$ cat config.mk
export PLATFORM = sky130hd
export DESIGN_NAME = morse_mark_tokenizer
export DESIGN_NICKNAME = d
export VERILOG_FILES = /design/src/rtl/morse_mark_tokenizer.sv
export SDC_FILE = /design/constraint.sdc
export NUM_CORES = 1
export LEC_CHECK = 0
export BUFFER_PORTS_ARGS = -buffer_cell sky130_fd_sc_hd__buf_4
export CAP_MARGIN = 5
export CORE_ASPECT_RATIO = 2
export CORE_MARGIN = 2
export CORE_UTILIZATION = 40
export DETAILED_ROUTE_END_ITERATION = 10
export GPL_TIMING_DRIVEN = 0
export PLACE_DENSITY_LB_ADDON = 0.2
export SYNTH_ARGS = -nofsm -noshare
export SYNTH_HDL_FRONTEND = slang
export SYNTH_SLANG_ARGS = --single-unit
$ cat constraint.sdc
create_clock -name clk -period 3.63 [get_ports clk]
set_input_delay 0.363 -clock clk [delete_from_list [all_inputs] [get_ports clk]]
set_output_delay 0.363 -clock clk [all_outputs]
set_load 0.005 [all_outputs]
$ cat src/rtl/morse_mark_tokenizer.sv
// morse_mark_tokenizer: times key marks/spaces in prescaled ticks and packs dots/dashes into letter codes
module morse_mark_tokenizer #(
  parameter int TICK_DIV   = 16,
  parameter int DASH_TICKS = 3,
  parameter int GAP_TICKS  = 3
) (
  input  logic       clk,
  input  logic       rst,
  input  logic       serial_inp,
  input  logic       ter,
  output logic [4:0] sym_code,
  output logic [2:0] sym_len,
  output logic       sym_valid,
  output logic       sym_err,
  output logic       busy
);
  localparam int MAX_LEN = 5;
  localparam int PW = $clog2(TICK_DIV);
  typedef enum logic [1:0] {IDLE, MARK, SPACE} state_t;
  state_t state, state_n;
  logic s1, key_s, tick, emit, chg;
  logic [PW-1:0] pcnt;
  logic [7:0] dur;
  logic [4:0] acc_code, acc_code_n;
  logic [2:0] acc_len, acc_len_n;
  logic acc_err, acc_err_n;
  assign tick = pcnt == PW'(TICK_DIV - 1);
  assign chg  = state_n != state;
  assign busy = state != IDLE;
  always_comb begin
    state_n    = state;
    acc_code_n = acc_code;
    acc_len_n  = acc_len;
    acc_err_n  = acc_err;
    emit       = 1'b0;
    case (state)
      IDLE: state_n = key_s ? MARK : IDLE;
      MARK:
        if (!key_s) begin
          state_n = SPACE;
          // a zero-tick mark is a glitch; only drop back to IDLE if no letter is open
          if (dur == 8'd0) state_n = acc_len != 3'd0 ? SPACE : IDLE;
          else if (acc_len < 3'(MAX_LEN)) begin
            acc_code_n[acc_len] = dur >= 8'(DASH_TICKS);
            acc_len_n = acc_len + 3'd1;
          end else acc_err_n = 1'b1;
        end
      SPACE:
        if (dur >= 8'(GAP_TICKS) || ter) begin
          emit       = 1'b1;
          state_n    = IDLE;
          acc_code_n = '0;
          acc_len_n  = '0;
          acc_err_n  = 1'b0;
        end else if (key_s) state_n = MARK;
      default: state_n = IDLE;
    endcase
  end
  always_ff @(posedge clk) begin
    if (rst) begin
      s1        <= 1'b0;
      key_s     <= 1'b0;
      state     <= IDLE;
      pcnt      <= '0;
      dur       <= '0;
      acc_code  <= '0;
      acc_len   <= '0;
      acc_err   <= 1'b0;
      sym_code  <= '0;
      sym_len   <= '0;
      sym_err   <= 1'b0;
      sym_valid <= 1'b0;
    end else begin
      s1        <= serial_inp;
      key_s     <= s1;
      state     <= state_n;
      pcnt      <= (chg || tick) ? '0 : pcnt + 1'b1;
      dur       <= chg ? 8'd0 : (tick && dur != 8'hff) ? dur + 8'd1 : dur;
      acc_code  <= acc_code_n;
      acc_len   <= acc_len_n;
      acc_err   <= acc_err_n;
      sym_valid <= emit;
      if (emit) begin
        sym_code <= acc_code;
        sym_len  <= acc_len;
        sym_err  <= acc_err;
      end
    end
  end
endmodule

==> results of run 1 <==
## per-layer routing
layer | up-vias | wire, microns | global-route usage, %
li1 | 686 | - | -
met1 | 640 | 1260 | 15.1
met2 | 22 | 1880 | 30.9
met3 | 9 | 98 | 3.35
met4 | 0 | 98 | 9.52
met5 | - | 0 | 0
## area by class of cell
cell class,instances,area (sq um)
fillers,401,1990
multi-input cells,131,845
flip-flops and latches,35,701
repair buffers,13,97.6
clock buffers,6,82.6
well taps,51,63.8
plain buffers,10,42.5
inverters,5,18.8
clock inverters,1,5.00
## critical path, cell delays in order (launching register included)
cell       delay (ns)
dfxtp_1          0.33
ha_1             0.27
or4_1            0.54
o21a_1           0.21
buf_2            0.17
o2111ai_1        0.27
mux2_2           0.36
## final timing paths
path / endpoint / cells after the start / from / slack, ns
setup / recovery: acc_code[4] / 6 / dur[0] / 1.37
hold / removal: s1 / 2 / serial_inp / 0.29
setup reg to reg: acc_code[4] / 6 / dur[0] / 1.37
hold reg to reg: key_s / 1 / s1 / 0.44
## power by group
| group | internal, mW | leakage, nW | switching (mW) | total, mW |
|---|---|---|---|---|
| Combinational | 0.00888 | 0.339 | 0.0139 | 0.0228 |
| Sequential | 0.388 | 0.283 | 0.00423 | 0.393 |
| Clock | 0.149 | 0.0470 | 0.137 | 0.286 |
| Total | 0.546 | 0.669 | 0.155 | 0.701 |
## through the flow
stage	std cells	hold slack, ns	utilization [%]	power, mW	worst slack, ns
finish	252	0.293	48.3	0.701	1.37
global route	252	0.308	48.3	0.731	1.26
CTS	252	0.288	48.3	0.709	1.39
detailed placement	245	0.425	46.0	0.424	1.41
global placement	245	0.421	46.0	0.423	1.40
floorplan	181	0.414	-	0.417	1.60
## state kept, by name (all words and copies together) (netlist names), 2 cells and up
signal / cells
acc_len: 3
sym_len: 3
state: 2
dur: 8
sym_code: 5
pcnt: 4
acc_code: 5
## cells by family (layout without fill, tap and decap cells)
family	Yosys count	in the layout	synth area share (%)
flops	35	35	43.6
mux	7	7	4.83
xor+xnor	4	4	2.18
buf+inv	15	35	3.82
fa+ha+maj	5	5	3.89
compound gates	41	41	17.1
simple gates	74	74	24.5
## placed cells by master (no fill, tap or decap), types with 2 or more instances in the layout
master,n
dfxtp_1,35
nand2_1,22
a21oi_1,19
buf_4,13
nor2_1,10
nor3b_1,8
nand3_1,6
nor3_1,6
mux2_2,6
clkbuf_8,6
inv_1,5
clkbuf_1,5
o21ai_0,5
ha_1,5
or4_1,4
buf_2,4
nor4_1,3
xnor2_1,3
nor2b_1,3
o21a_1,2
nand4_1,2
o31ai_1,2
or3_1,2
a2111oi_1,2
nand4b_1,2
a22oi_1,2
==> run summary, run 1 <==
status = finished, final reports clean
warning count from the yosys run = 0
CTS Root Cell = clkbuf_8
post-DP HPWL = 2.53 mm
H-tree Lvls = 2
initial detailed-routing violation count = 29
post-route cell area = 1860 sq um
Seq/Total Area, Yosys = 43.6%
Placed Area = 1770 sq um
PortBufs = 13
Power Density = 378 nW/um^2
Crit Path Category = reg2reg
Setup crit end kind = flip-flop
CP arrival = 2.44 ns
ys flop type = dfxtp_1
max cap viols = 0
die boundary width = 48.8 microns
net count after synthesis = 190
Synth Cell Area = 1610 sq um
clk buf depth = 2
Final Max Tran Viols = 0
post-CTS setup buffer count = 0
drt pass-1 iters = 4
Worst Hold Class = in2reg
share of cells above drive strength 1 = 17.4%
register clock-pin slew on the reported worst setup and hold paths = 0.07 ns
via count = 1357
actual slew at the worst max-slew pin = 0.598 ns
Synth top area share = 43.6%
global-route wire length before repair = 5.69 mm
DR DRC count = 0
latest clock arrival within the worst-skew pair = 0.29 ns
final setup vio count = 0
ANT cells = 0
Peak VDD IR = 0.000211 V
fin crit period = 2.26 ns
Die Y = 93.6 microns
nets = 210
CTS buffer count = 5
CTS resizes = 0
Post-synth EDFFs = 0
Area Overhead vs Synth = 15.5%
most frequent cell after synthesis = dfxtp_1
io pins = 15
FF+latch count, synth = 35
pin count of the biggest net entering global routing = 11
CP Data Required Time = 3.81 ns
drt wl/cell = 13.2 microns
ys async rst share = 0%
RSZ-0062 raised after global routing = no
vias in the first global route = 1270
Core Box Area = 3840 sq um
Final Hold Fails = 0
CTS tree = done
Synth Instances = 181
Post-CTS Hold Buffers = 0
worst-path fanout max = 10
via/cell ratio = 5.38
dominant cell type by area after synthesis = dfxtp_1
initial antenna violation count = 0
Synth Area per Inst = 8.88 sq um
fmax = 0.443 GHz
relative slew slack = 59.8%
total grt overflow = 0
TritonCTS Sinks = 35
Tot GR Track Use = 16.1%
Initial Util = 41.8%
Worst setup SP type = flip-flop
commonest cells in the netlist = dfxtp_1, nand2_1, a21oi_1, nor2_1, nor3b_1
Antenna Nets Post-Route = 0
synth unique cells = 42
leading post-synthesis cells by cell area = dfxtp_1, a21oi_1, nand2_1, mux2_2, ha_1
Setup TNS = 0 ns
GPL Wtd Cong = 0.789
die area = 4570 sq um
Leak = 0.669 nW
worst clock skew = 0.00556 ns
Cell Rows = 32
final WL = 3.34 mm
fin crit share = 62.2%
Power figures use the tool's default switching activity.
==> inputs of run 2 (changes only) <==
clock period = 2.3 ns   (was 3.63 ns; I/O delays follow)
==> run 2 against run 1 <==
  * First-iteration DRC count unchanged
  * Critical endpoint is now acc_code[1]
  * Maximum frequency up 2.3%
  * Count of clock-buffer cells in the layout did not move
  * Register-to-register slack got worse by 1.3 ns
  * Highest routed layer unchanged
  * Die area did not move
  * Hold slack worse by 0.13 ns
==> run summary, run 2 (synthesized netlist as in run 1, its figures left out) <==
status = finished, final reports clean
via/cell ratio = 5.41 (+0.52%)
drt wl/cell = 13.2 microns (unchanged)
CP arrival = 2.38 ns (-0.06 ns)
worst clock skew = 0.00555 ns (-0.00000519 ns)
CTS resizes = 0 (unchanged)
commonest non-fill, non-tap cell in the layout = dfxtp_1
final WL = 3.34 mm (unchanged)
io pins = 15 (unchanged)
DR DRC count = 0 (unchanged)
global-route wire length before repair = 5.69 mm (unchanged)
drt pass-1 iters = 4 (unchanged)
post-CTS setup buffer count = 0 (unchanged)
Final Hold Fails = 0 (unchanged)
Die Y = 93.6 microns (unchanged)
Crit Path Category = reg2reg
register clock-pin slew on the reported worst setup and hold paths = 0.07 ns (about the same)
final setup vio count = 0 (unchanged)
fin crit period = 2.21 ns (-0.0502 ns)
CTS buffer count = 5 (unchanged)
fin worst setup slack = 0.0912 ns (-1.28 ns)
post-route cell area = 1860 sq um (+0.20%)
Setup TNS = 0 ns (unchanged)
Power Density = 596 nW/um^2 (+58%)
latest clock arrival within the worst-skew pair = 0.29 ns (about the same)
Setup crit end kind = flip-flop
pin count of the biggest net entering global routing = 11 (unchanged)
Core Box Area = 3840 sq um (unchanged)
Post-CTS Hold Buffers = 0 (unchanged)
initial detailed-routing violation count = 29 (unchanged)
Final Max Tran Viols = 0 (unchanged)
Cells after DPL = 245 (unchanged)
worst-path fanout max = 8 (-2)
total grt overflow = 0 (unchanged)
CTS Root Cell = clkbuf_8
RSZ-0062 raised after global routing = no
fin crit share = 96.0% (+34 points)
nets = 210 (unchanged)
Placed Area = 1770 sq um (unchanged)
clk buf depth = 2 (unchanged)
share of cells above drive strength 1 = 17.9% (+0.50 points)
fin cells = 252 (unchanged)
vias in the first global route = 1270 (unchanged)
via count = 1364 (+0.52%)
post-DP HPWL = 2.53 mm (unchanged)
initial antenna violation count = 0 (unchanged)
CP Data Required Time = 2.47 ns (-1.34 ns)
max reg flops = 8 (unchanged)
H-tree Lvls = 2 (unchanged)
actual slew at the worst max-slew pin = 0.601 ns (+0.00298 ns)
Area Overhead vs Synth = 15.7%
Initial Util = 41.8% (unchanged)
max cap viols = 0 (unchanged)
Antenna Nets Post-Route = 0 (unchanged)
die boundary width = 48.8 microns (unchanged)
Final Util = 48.4% (+0.098 points)
commonest cells after routing, fill and taps aside = dfxtp_1, nand2_1, a21oi_1
Leak = 0.669 nW (about the same)
Cell Rows = 32 (unchanged)
relative slew slack = 59.6% (-0.20 points)
Tot GR Track Use = 16.1% (unchanged)
TritonCTS Sinks = 35 (unchanged)
fmax = 0.453 GHz (+2.3%)
Worst setup SP type = flip-flop
die area = 4570 sq um (unchanged)
Largest regs = dur (8), acc_code (5), sym_code (5)
GPL Wtd Cong = 0.789 (unchanged)
CTS tree = done
PortBufs = 13 (unchanged)
pre-CTS setup slack = 0.0809 ns (-1.33 ns)
# fillers = 399 (-0.50%)
Biggest register = dur
Peak VDD IR = 0.000333 V (+58%)
Worst Hold Class = in2reg
ANT cells = 0 (unchanged)
==> run 2: final cells by class <==
type / count / area [sq um] / area share [%]
inverters: 5 / 18.8 / 1.01
clock inverters: 1 / 5.00 / 0.269
repair buffers: 13 / 97.6 / 5.25
flip-flops and latches: 35 / 701 / 37.7
well taps: 51 / 63.8 / 3.43
multi-input cells: 131 / 848 / 45.6
plain buffers: 10 / 42.5 / 2.29
clock buffers: 6 / 82.6 / 4.44
==> run 2: metrics by stage <==
| step | hold WS [ns] | total power [mW] |
|---|---|---|
| finish | 0.160 | 1.11 |
| global route | 0.175 | 1.15 |
| CTS | 0.155 | 1.12 |
| detailed placement | 0.425 | 0.670 |
| global placement | 0.421 | 0.668 |
| floorplan | 0.358 | 0.658 |
==> run 2: path summary, 6_finish.rpt <==
path	startpoint	endpoint	slack, ns	depth (start not counted)
max	dur[0]	acc_code[1]	0.09	6
min reg2reg	s1	key_s	0.44	1
max reg2reg	dur[0]	acc_code[1]	0.09	6
min	serial_inp	s1	0.16	2
==> run 2: power breakdown <==
group	internal, mW	total [mW]	switching [mW]
Sequential	0.613	0.620	0.00668
Combinational	0.0147	0.0368	0.0221
Clock	0.235	0.451	0.216
==> run 2: critical path: stages (launching register included) <==
cell and delay [ns]:
dfxtp_1 0.36, inv_1 0.08, ha_1 0.20, nor3b_1 0.17, a211o_4 0.39, a2111oi_1 0.50
mux2_2 0.39
==> run 2: metal layers <==
| metal | vias up | share of wire [%] | track usage (%) |
|---|---|---|---|
| met2 | 24 | 56 | 30.9 |
| li1 | 686 | - | - |
| met3 | 9 | 3.1 | 3.35 |
| met5 | - | 0 | 0 |
| met4 | 0 | 2.9 | 9.52 |
| met1 | 645 | 38 | 15.1 |
